### config.mk
export PLATFORM = sky130hd
export DESIGN_NAME = fpu_issue
export DESIGN_NICKNAME = d
export VERILOG_FILES = /design/src/rtl/fpu_pkg.sv /design/src/rtl/fpu_issue.sv
export SDC_FILE = /design/constraint.sdc
export NUM_CORES = 1
export LEC_CHECK = 0
export ABC_AREA = 1
export ABC_CLOCK_PERIOD_IN_PS = 1500
export CAP_MARGIN = 15
export CORE_MARGIN = 8
export CORE_UTILIZATION = 38
export DETAILED_ROUTE_END_ITERATION = 12
export PLACE_DENSITY = 0.77
export RECOVER_POWER = 100
export SYNTH_ARGS = -nofsm -noshare
export SYNTH_HDL_FRONTEND = slang
export SYNTH_SLANG_ARGS = --single-unit
### constraint.sdc
create_clock -name sys_clk -period 1.5 [get_ports sys_clk]
set_input_delay 0.375 -clock sys_clk [delete_from_list [all_inputs] [get_ports sys_clk]]
set_output_delay 0.375 -clock sys_clk [all_outputs]
set_load 0.05 [all_outputs]
### src/rtl/fpu_pkg.sv
// Shared types for the FPU issue/writeback front end.
//   fpu_op_e       3-bit encoded FP operation as issued by the core
//   issue_state_e  sequencing states of fpu_issue
//   op_to_onehot   encoded op -> one-hot FPU opcode (bit n = op n)
package fpu_pkg;

    localparam int unsigned FPU_DATA_W = 32;

    typedef enum logic [2:0] {
        OP_FADD  = 3'd0,
        OP_FSUB  = 3'd1,
        OP_FMUL  = 3'd2,
        OP_FDIV  = 3'd3,
        OP_FSQRT = 3'd4,
        OP_FTOI  = 3'd5,
        OP_ITOF  = 3'd6,
        OP_FABS  = 3'd7
    } fpu_op_e;

    typedef enum logic [1:0] {
        IDLE,
        ISSUE,
        WAIT,
        DONE
    } issue_state_e;

    function automatic logic [7:0] op_to_onehot(input fpu_op_e op);
        return 8'b1 << op;
    endfunction

endpackage

### src/rtl/fpu_issue.sv
// Issue/writeback front end for the FPU: takes one request at a time from the core,
// pulses a one-hot opcode for one cycle, holds the operands while the FPU works,
// then presents the result (or a forced timeout response) to writeback.
//
// Ports:
//   sys_clk, rstn                      clock, async active-low reset
//   req_valid/req_ready                core request handshake
//   req_op, req_rs1, req_rs2, req_rd   encoded op, operands, destination tag
//   fpu_opcode, fpu_x1, fpu_x2         one-hot opcode pulse and held operands to the FPU
//   fpu_y, fpu_ovf, fpu_unf, fpu_valid result coming back from the FPU
//   resp_valid/resp_ready              writeback handshake
//   resp_data, resp_rd, resp_timeout   response payload
//   flag_ovf, flag_unf, flag_clr       sticky exception flags and their clear
//   busy                               an operation is in flight
module fpu_issue
    import fpu_pkg::*;
#(
    parameter int unsigned TIMEOUT_CYCLES = 64,
    parameter int unsigned TAG_W          = 5
) (
    input  logic                  sys_clk,
    input  logic                  rstn,
    input  logic                  req_valid,
    output logic                  req_ready,
    input  logic [2:0]            req_op,
    input  logic [FPU_DATA_W-1:0] req_rs1,
    input  logic [FPU_DATA_W-1:0] req_rs2,
    input  logic [TAG_W-1:0]      req_rd,
    output logic [7:0]            fpu_opcode,
    output logic [FPU_DATA_W-1:0] fpu_x1,
    output logic [FPU_DATA_W-1:0] fpu_x2,
    input  logic [FPU_DATA_W-1:0] fpu_y,
    input  logic                  fpu_ovf,
    input  logic                  fpu_unf,
    input  logic                  fpu_valid,
    output logic                  resp_valid,
    input  logic                  resp_ready,
    output logic [FPU_DATA_W-1:0] resp_data,
    output logic [TAG_W-1:0]      resp_rd,
    output logic                  resp_timeout,
    output logic                  flag_ovf,
    output logic                  flag_unf,
    input  logic                  flag_clr,
    output logic                  busy
);

    localparam int unsigned CNT_W = (TIMEOUT_CYCLES > 1) ? $clog2(TIMEOUT_CYCLES) : 1;
    localparam logic [CNT_W-1:0] CNT_LAST = CNT_W'(TIMEOUT_CYCLES - 1);

    issue_state_e          state_q, state_d;
    logic [CNT_W-1:0]      cnt_q, cnt_d;
    logic [TAG_W-1:0]      rd_q, rd_d;
    logic [7:0]            opcode_q, opcode_d;
    logic [FPU_DATA_W-1:0] x1_q, x1_d, x2_q, x2_d;
    logic                  resp_valid_q, resp_valid_d;
    logic [FPU_DATA_W-1:0] resp_data_q, resp_data_d;
    logic [TAG_W-1:0]      resp_rd_q, resp_rd_d;
    logic                  resp_timeout_q, resp_timeout_d;
    logic                  flag_ovf_q, flag_ovf_d, flag_unf_q, flag_unf_d;
    logic                  set_ovf, set_unf;

    always_comb begin
        state_d        = state_q;
        cnt_d          = cnt_q;
        rd_d           = rd_q;
        opcode_d       = opcode_q;
        x1_d           = x1_q;
        x2_d           = x2_q;
        resp_valid_d   = resp_valid_q;
        resp_data_d    = resp_data_q;
        resp_rd_d      = resp_rd_q;
        resp_timeout_d = resp_timeout_q;
        set_ovf        = 1'b0;
        set_unf        = 1'b0;

        case (state_q)
            IDLE: begin
                if (req_valid) begin
                    x1_d     = req_rs1;
                    x2_d     = req_rs2;
                    rd_d     = req_rd;
                    opcode_d = op_to_onehot(fpu_op_e'(req_op));
                    state_d  = ISSUE;
                end
            end
            ISSUE: begin
                // fpu_valid is deliberately not looked at here
                opcode_d = '0;
                cnt_d    = '0;
                state_d  = WAIT;
            end
            WAIT: begin
                if (cnt_q != '1) begin
                    cnt_d = cnt_q + 1'b1;
                end
                // A real result takes priority over a timeout landing in the same cycle
                if (fpu_valid) begin
                    resp_data_d    = fpu_y;
                    resp_timeout_d = 1'b0;
                    resp_valid_d   = 1'b1;
                    resp_rd_d      = rd_q;
                    set_ovf        = fpu_ovf;
                    set_unf        = fpu_unf;
                    state_d        = DONE;
                end else if (cnt_q == CNT_LAST) begin
                    resp_data_d    = '0;
                    resp_timeout_d = 1'b1;
                    resp_valid_d   = 1'b1;
                    resp_rd_d      = rd_q;
                    state_d        = DONE;
                end
            end
            DONE: begin
                if (resp_ready) begin
                    resp_valid_d = 1'b0;
                    state_d      = IDLE;
                end
            end
            default: state_d = IDLE;
        endcase

        // A capture beats a simultaneous clear
        flag_ovf_d = set_ovf | (flag_ovf_q & ~flag_clr);
        flag_unf_d = set_unf | (flag_unf_q & ~flag_clr);
    end

    always_ff @(posedge sys_clk or negedge rstn) begin
        if (!rstn) begin
            state_q        <= IDLE;
            cnt_q          <= '0;
            rd_q           <= '0;
            opcode_q       <= '0;
            x1_q           <= '0;
            x2_q           <= '0;
            resp_valid_q   <= 1'b0;
            resp_data_q    <= '0;
            resp_rd_q      <= '0;
            resp_timeout_q <= 1'b0;
            flag_ovf_q     <= 1'b0;
            flag_unf_q     <= 1'b0;
        end else begin
            state_q        <= state_d;
            cnt_q          <= cnt_d;
            rd_q           <= rd_d;
            opcode_q       <= opcode_d;
            x1_q           <= x1_d;
            x2_q           <= x2_d;
            resp_valid_q   <= resp_valid_d;
            resp_data_q    <= resp_data_d;
            resp_rd_q      <= resp_rd_d;
            resp_timeout_q <= resp_timeout_d;
            flag_ovf_q     <= flag_ovf_d;
            flag_unf_q     <= flag_unf_d;
        end
    end

    assign req_ready    = (state_q == IDLE);
    assign busy         = (state_q != IDLE);
    assign fpu_opcode   = opcode_q;
    assign fpu_x1       = x1_q;
    assign fpu_x2       = x2_q;
    assign resp_valid   = resp_valid_q;
    assign resp_data    = resp_data_q;
    assign resp_rd      = resp_rd_q;
    assign resp_timeout = resp_timeout_q;
    assign flag_ovf     = flag_ovf_q;
    assign flag_unf     = flag_unf_q;

endmodule
Yosys cells after proc, flatten, opt, wreduce, memory -nomap -nowiden
Cells that the tools add are included.
{"block": "totals", "reg_bits": 126, "out_inout_bits": 115}
{"block": "op_classes", "bitwise": 5, "eq_ne": 9, "n_addsub": 1, "mux": 22, "reduce_logical": 12, "n_shift": 1}
{"cell": "$mux 32", "count": 2}
{"cell": "$pmux 8 s2", "count": 1}
{"cell": "$pmux 6 s2", "count": 1}
{"cell": "$mux 5", "count": 2}
{"cell": "$reduce_bool 2->1", "count": 5}
{"cell": "$mux 1", "count": 8}
{"cell": "$mux 2", "count": 4}
{"cell": "$mux 8", "count": 1}
{"cell": "$pmux 2 s4", "count": 1}
{"cell": "$reduce_and 2->1", "count": 4}
{"cell": "$shl 1x3->8 const A", "count": 1}
{"cell": "$add 6x1->6 const B", "count": 1}
{"cell": "$eq 6x6->1 const B", "count": 1}
{"cell": "$mux 6", "count": 1}
{"cell": "$ne 2x2->1 const B", "count": 3}
{"cell": "$ne 6x6->1 const B", "count": 1}
{"cell": "$reduce_and 3->1", "count": 2}
{"cell": "$eq 2x2->1 const B", "count": 2}
{"cell": "$ne 3x3->1 const B", "count": 1}
{"cell": "$and 1x1->1", "count": 2}
{"cell": "$eq 2x1->1 const B", "count": 1}
{"cell": "$logic_not 2->1", "count": 1}
{"cell": "$or 1x1->1", "count": 2}
{"cell": "$pmux 1 s2", "count": 1}
{"cell": "$not 1->1", "count": 1}

Logic depth before layout (Yosys ltp)
Gate-level depths: netlist (run 1).
{"block": "logic_depth", "ltp_word": 4, "depth_mapped": 8}

Worst setup path after synthesis (run 1)
No wires, ideal clock.
{"block": "synth_path", "kind": "flip-flop to flip-flop", "startpoint": "reg state_q[0]", "endpoint": "reg opcode_q[0], in the netlist fpu_opcode[0]", "arrival_ns": 1.959, "n_path_buf": 0, "slack_ns": -0.577, "t_required_ns": 1.382, "setup_ns": 0.118, "path_stages_with_launch": 8, "period_less_slack_ns": 2.077, "path_cell_list": "dfrtp_1 -> inv_1 -> ha_1 -> inv_1 -> nand2_1 -> nand2_1 -> nand3_1 -> nand2_1"}
{"block": "synth_via", "elab_chain_len": 3}
{"element": "start: declaration", "line_no": "fpu_issue.sv:50", "rtl": "issue_state_e state_q, state_d;"}
{"element": "start signal: assignment", "line_no": "fpu_issue.sv:142", "rtl": "state_q <= state_d;"}
{"element": "$logic_not 2->1 (*)"}
{"element": "named net req_ready", "line_no": "fpu_issue.sv:24", "rtl": "output logic req_ready,"}
{"element": "$ne 2x2->1 (no line) or $reduce_bool 2->1 (tied branches)"}
{"element": "$reduce_and 2->1 (no line)"}
{"element": "end signal: assignment", "line_no": "fpu_issue.sv:145", "rtl": "opcode_q <= opcode_d;"}
{"element": "end: declaration", "line_no": "fpu_issue.sv:53", "rtl": "logic [7:0] opcode_q, opcode_d;"}
Mark *: on every way through the listed nets, which the timed path passes. The rest lies on a longest branch.
A chain may end at the register's enable or synchronous reset.

Worst setup path in the final report (run 1)
{"block": "layout_path", "startpoint": "reg state_q[1]", "endpoint": "out busy"}
{"block": "layout_via", "elab_chain_len": 1}
{"element": "$reduce_bool 2->1", "line_no": "fpu_issue.sv:158", "rtl": "assign busy = (state_q != IDLE);"}
{"element": "end: declaration", "line_no": "fpu_issue.sv:44", "rtl": "output logic busy"}
No other way between the ends.

==> results of run 1 <==
[critical path, delay by kind of cell, from the launching register on]
kind | cells | cell delay (ns)
buffers and inverters | 3 | 0.36
DFF | 1 | 0.39
adders and majority gates | 1 | 0.17
[metal layers]
metal | routed length [um] | global-route usage (%)
met1 | 6650 | 20.1
met2 | 9080 | 32.5
met3 | 1660 | 9.22
met4 | 351 | 7.53
met5 | 0 | 0
[cell type report]
type / count / area (um2)
inverter: 18 / 73.8
clock buffer: 23 / 498
fill: 1000 / 4740
clock inverter: 9 / 131
sequential: 126 / 3150
multi-input combinational: 277 / 2020
tap: 176 / 220
timing repair buffer: 266 / 2350
[path summary, 6_finish.rpt]
kind,start,endpoint,depth (start not counted)
worst max-delay path,state_q[1]$_DFFE_PN0P_,busy,4
worst min-delay path,rd_q[1]$_DFFE_PN0P_,resp_rd[1]$_DFFE_PN0P_,2
worst max register to register,state_q[0]$_DFFE_PN0P_,resp_data[11]$_DFFE_PN0P_,9
worst min register to register,rd_q[1]$_DFFE_PN0P_,resp_rd[1]$_DFFE_PN0P_,2
max in group asynchronous,rstn,fpu_x2[30]$_DFFE_PN0P_,3
min in group asynchronous,rstn,resp_data[12]$_DFFE_PN0P_,2
[power groups by stage]
stage	combinational (mW)	clock [mW]	sequential (mW)
after global placement	15.5	0	6.72
after global routing	12.8	4.55	6.17
after detailed placement	15.8	0	6.84
final	12.2	4.32	5.99
after floorplan	2.88	0	11.0
after CTS	15.9	4.39	6.82
[logic make-up after synthesis]
logic type	after synthesis	synth area share [%]
xor+xnor	1	0.171
mux	69	15.2
fa+ha+maj	6	1.47
flops	126	61.7
compound gates	13	1.32
simple gates	188	16.7
buf+inv	37	3.52
[synth_stat cells (all sizes together)]
cell / instances
clkbuf: 2
a21oi: 3
nand2: 116
clkinv: 1
o21ai: 9
or2: 2
nand4: 3
ha: 6
inv: 17
buf: 17
nand3: 57
mux2: 69
nor2: 10
xor2: 1
o21bai: 1
dfrtp: 126
[repair_timing]
action / 4_1_cts / 5_1_grt
endpoints found under the setup margin: 29 / 32
endpoints found under the hold margin: 24 / 0
gates resized for setup: 3 / 41
pin swaps: 1 / 18
buffers inserted: 3 / 9
gates cloned: 0 / 5
hold buffers: 1 / 0
[sequential cells by signal (all words and copies together) (netlist names), 2 cells and up]
register / flops
cnt_q: 6
fpu_opcode: 8
fpu_x1: 32
fpu_x2: 32
rd_q: 5
resp_data: 32
resp_rd: 5
state_q: 2
[through the flow]
step | utilization [%] | cells
after global routing | 64.0 | 895
after CTS | 73.2 | 882
final | 64.0 | 895
after global placement | 68.1 | 846
after floorplan | - | 440
after detailed placement | 68.1 | 846
==> results_dict.tcl, run 1 <==
set metrics [dict create \
    report.final.setup_viol 80 \
    dr.first_iter.drc_count 197 \
    cts-root-buf "sky130_fd_sc_hd__clkbuf_16" \
    routed-via-count 4395 \
    crit_end_element "primary output" \
    place_hpwl_mm 12.6 \
    crit_type "reg2out" \
    yosys.area.top_type_share_pct 61.7 \
    viasPerCell 4.91 \
    stdcell_area_um2 8450 \
    buffer_ports.inserted 226 \
    grt_setup_unrepaired "true" \
    design_power_total_mw 22.5 \
    critical_path.cell_chain "inv_2 -> ha_4 -> clkinvlp_4 -> buf_12" \
    synth_fp_nets 558 \
    seq_area_frac_synth_pct 61.7 \
    total_of_warnings_raised_by_yosys 0 \
    failing_checks "setup timing" \
    gp_congestion 0.817 \
    critical_path.max_stage_delay_ns 0.39 \
    most-common-layout-cells "sky130_fd_sc_hd__dfrtp_1, sky130_fd_sc_hd__clkdlybuf4s50_1, sky130_fd_sc_hd__nand2_1, sky130_fd_sc_hd__mux2_2, sky130_fd_sc_hd__buf_2" \
    synthesis.instances 440 \
    grt_use_total_pct 19.2 \
    worst_skew_pair.late_latency_ns 0.41 \
    worst_case_hold_slack_ns 0.481 \
    cts.clk_slew.worst_paths_ns 0.05 \
    required_ns 1.12 \
    max_clock_freq_ghz 0.586 \
    power_frac_clock_pct 19.2 \
    period_minus_slack_ns 1.71 \
    rows 42 \
    worst_pin_slew_ns 0.829 \
    final_common_cell "sky130_fd_sc_hd__dfrtp_1" \
    nNetsFinal 824 \
    layout-drive-gt1-share_pct 43.4 \
    die-height_um 132 \
    irDropWorstVdd_mv 1.70 \
    tritoncts "built" \
    total_die_area_um2 17400 \
    syn_area_um2 5110 \
    detailedPlace.worstSlack_ns -0.256 \
    placeableCoreArea_um2 13200 \
    share_of_the_clock_period_used_by_the_worst_path_pct 114 \
    pwrdens_nw_per_um2 2670 \
    maxSlewViolCount 0 \
    run_status "complete, but fails checks" \
    synth_seq_cells 126 \
    p_switching_mw 10.7 \
    flow.area_growth_from_synthesis_pct 65.2 \
    reg2reg_slack_ns -0.09 \
    setup_total_negative_slack_ns -2.98 \
    synthDistinctLibCells 21 \
    power.internal_mw 11.8 \
    setup_ws_ns -0.208 \
    synth_area_per_cell_um2 11.6 \
    combinationalPowerShare_pct 54.2 \
    die_w_um 132 \
    worst-endpoint-arrival_ns 1.33 \
    antenna_found_initial 0 \
    swShare_pct 47.7 \
    slew_headroom_pct 44.7 \
    first_global_vias 4782 \
    avgRoutedWirePerCell_um 19.8 \
    tritoncts_buffer_count 17 \
    cts.sink_count 126 \
    grt_first_pass_wirelength_mm 26.3 \
    netlist.top_cell.by_area "sky130_fd_sc_hd__dfrtp_1" \
    grt_overflow_total 0 \
    start_util_pct 38.8 \
    cts_buffer_depth 2 \
    cap_violations 0 \
    drt-pass1-iter-count 4 \
    largest_fanout_on_the_critical_path 3 \
    n_antenna_cell 0 \
    ant_nets 0 \
    detail_route.drc_violations 0 \
    pin_count 227 \
    timing.critical_path.slowest_stage_cell "sky130_fd_sc_hd__dfrtp_1" \
    hold_viol_final 0 \
    largest_net_degree_at_the_start_of_global_routing 40 \
    worst_hold_check_path_type "reg2reg" \
    critical_path.startpoint_type "flip-flop" \
    htree_num_levels 4 \
    leakage_nw 4.08 \
    placedInstanceArea_um2 8990 \
    finClkSkew_ns 0.00582 \
    pwr-share-seq_pct 26.6 \
    routed_wirelength_mm 17.7 \
    synth.top_cells.by_area "sky130_fd_sc_hd__dfrtp_1, sky130_fd_sc_hd__mux2_2, sky130_fd_sc_hd__nand2_1" \
]
(Power assumes the default switching activity.)
==> run 2, diff against run 1 <==
--- a/config.mk
+++ b/config.mk
@@ -7,7 +7,7 @@
 export LEC_CHECK = 0
 export ABC_AREA = 1
 export ABC_CLOCK_PERIOD_IN_PS = 1500
-export CAP_MARGIN = 15
+export CAP_MARGIN = 40
 export CORE_MARGIN = 8
 export CORE_UTILIZATION = 38
 export DETAILED_ROUTE_END_ITERATION = 12
==> results of run 2 <==
Final layout, timing and power as in run 1 (identical DEF).
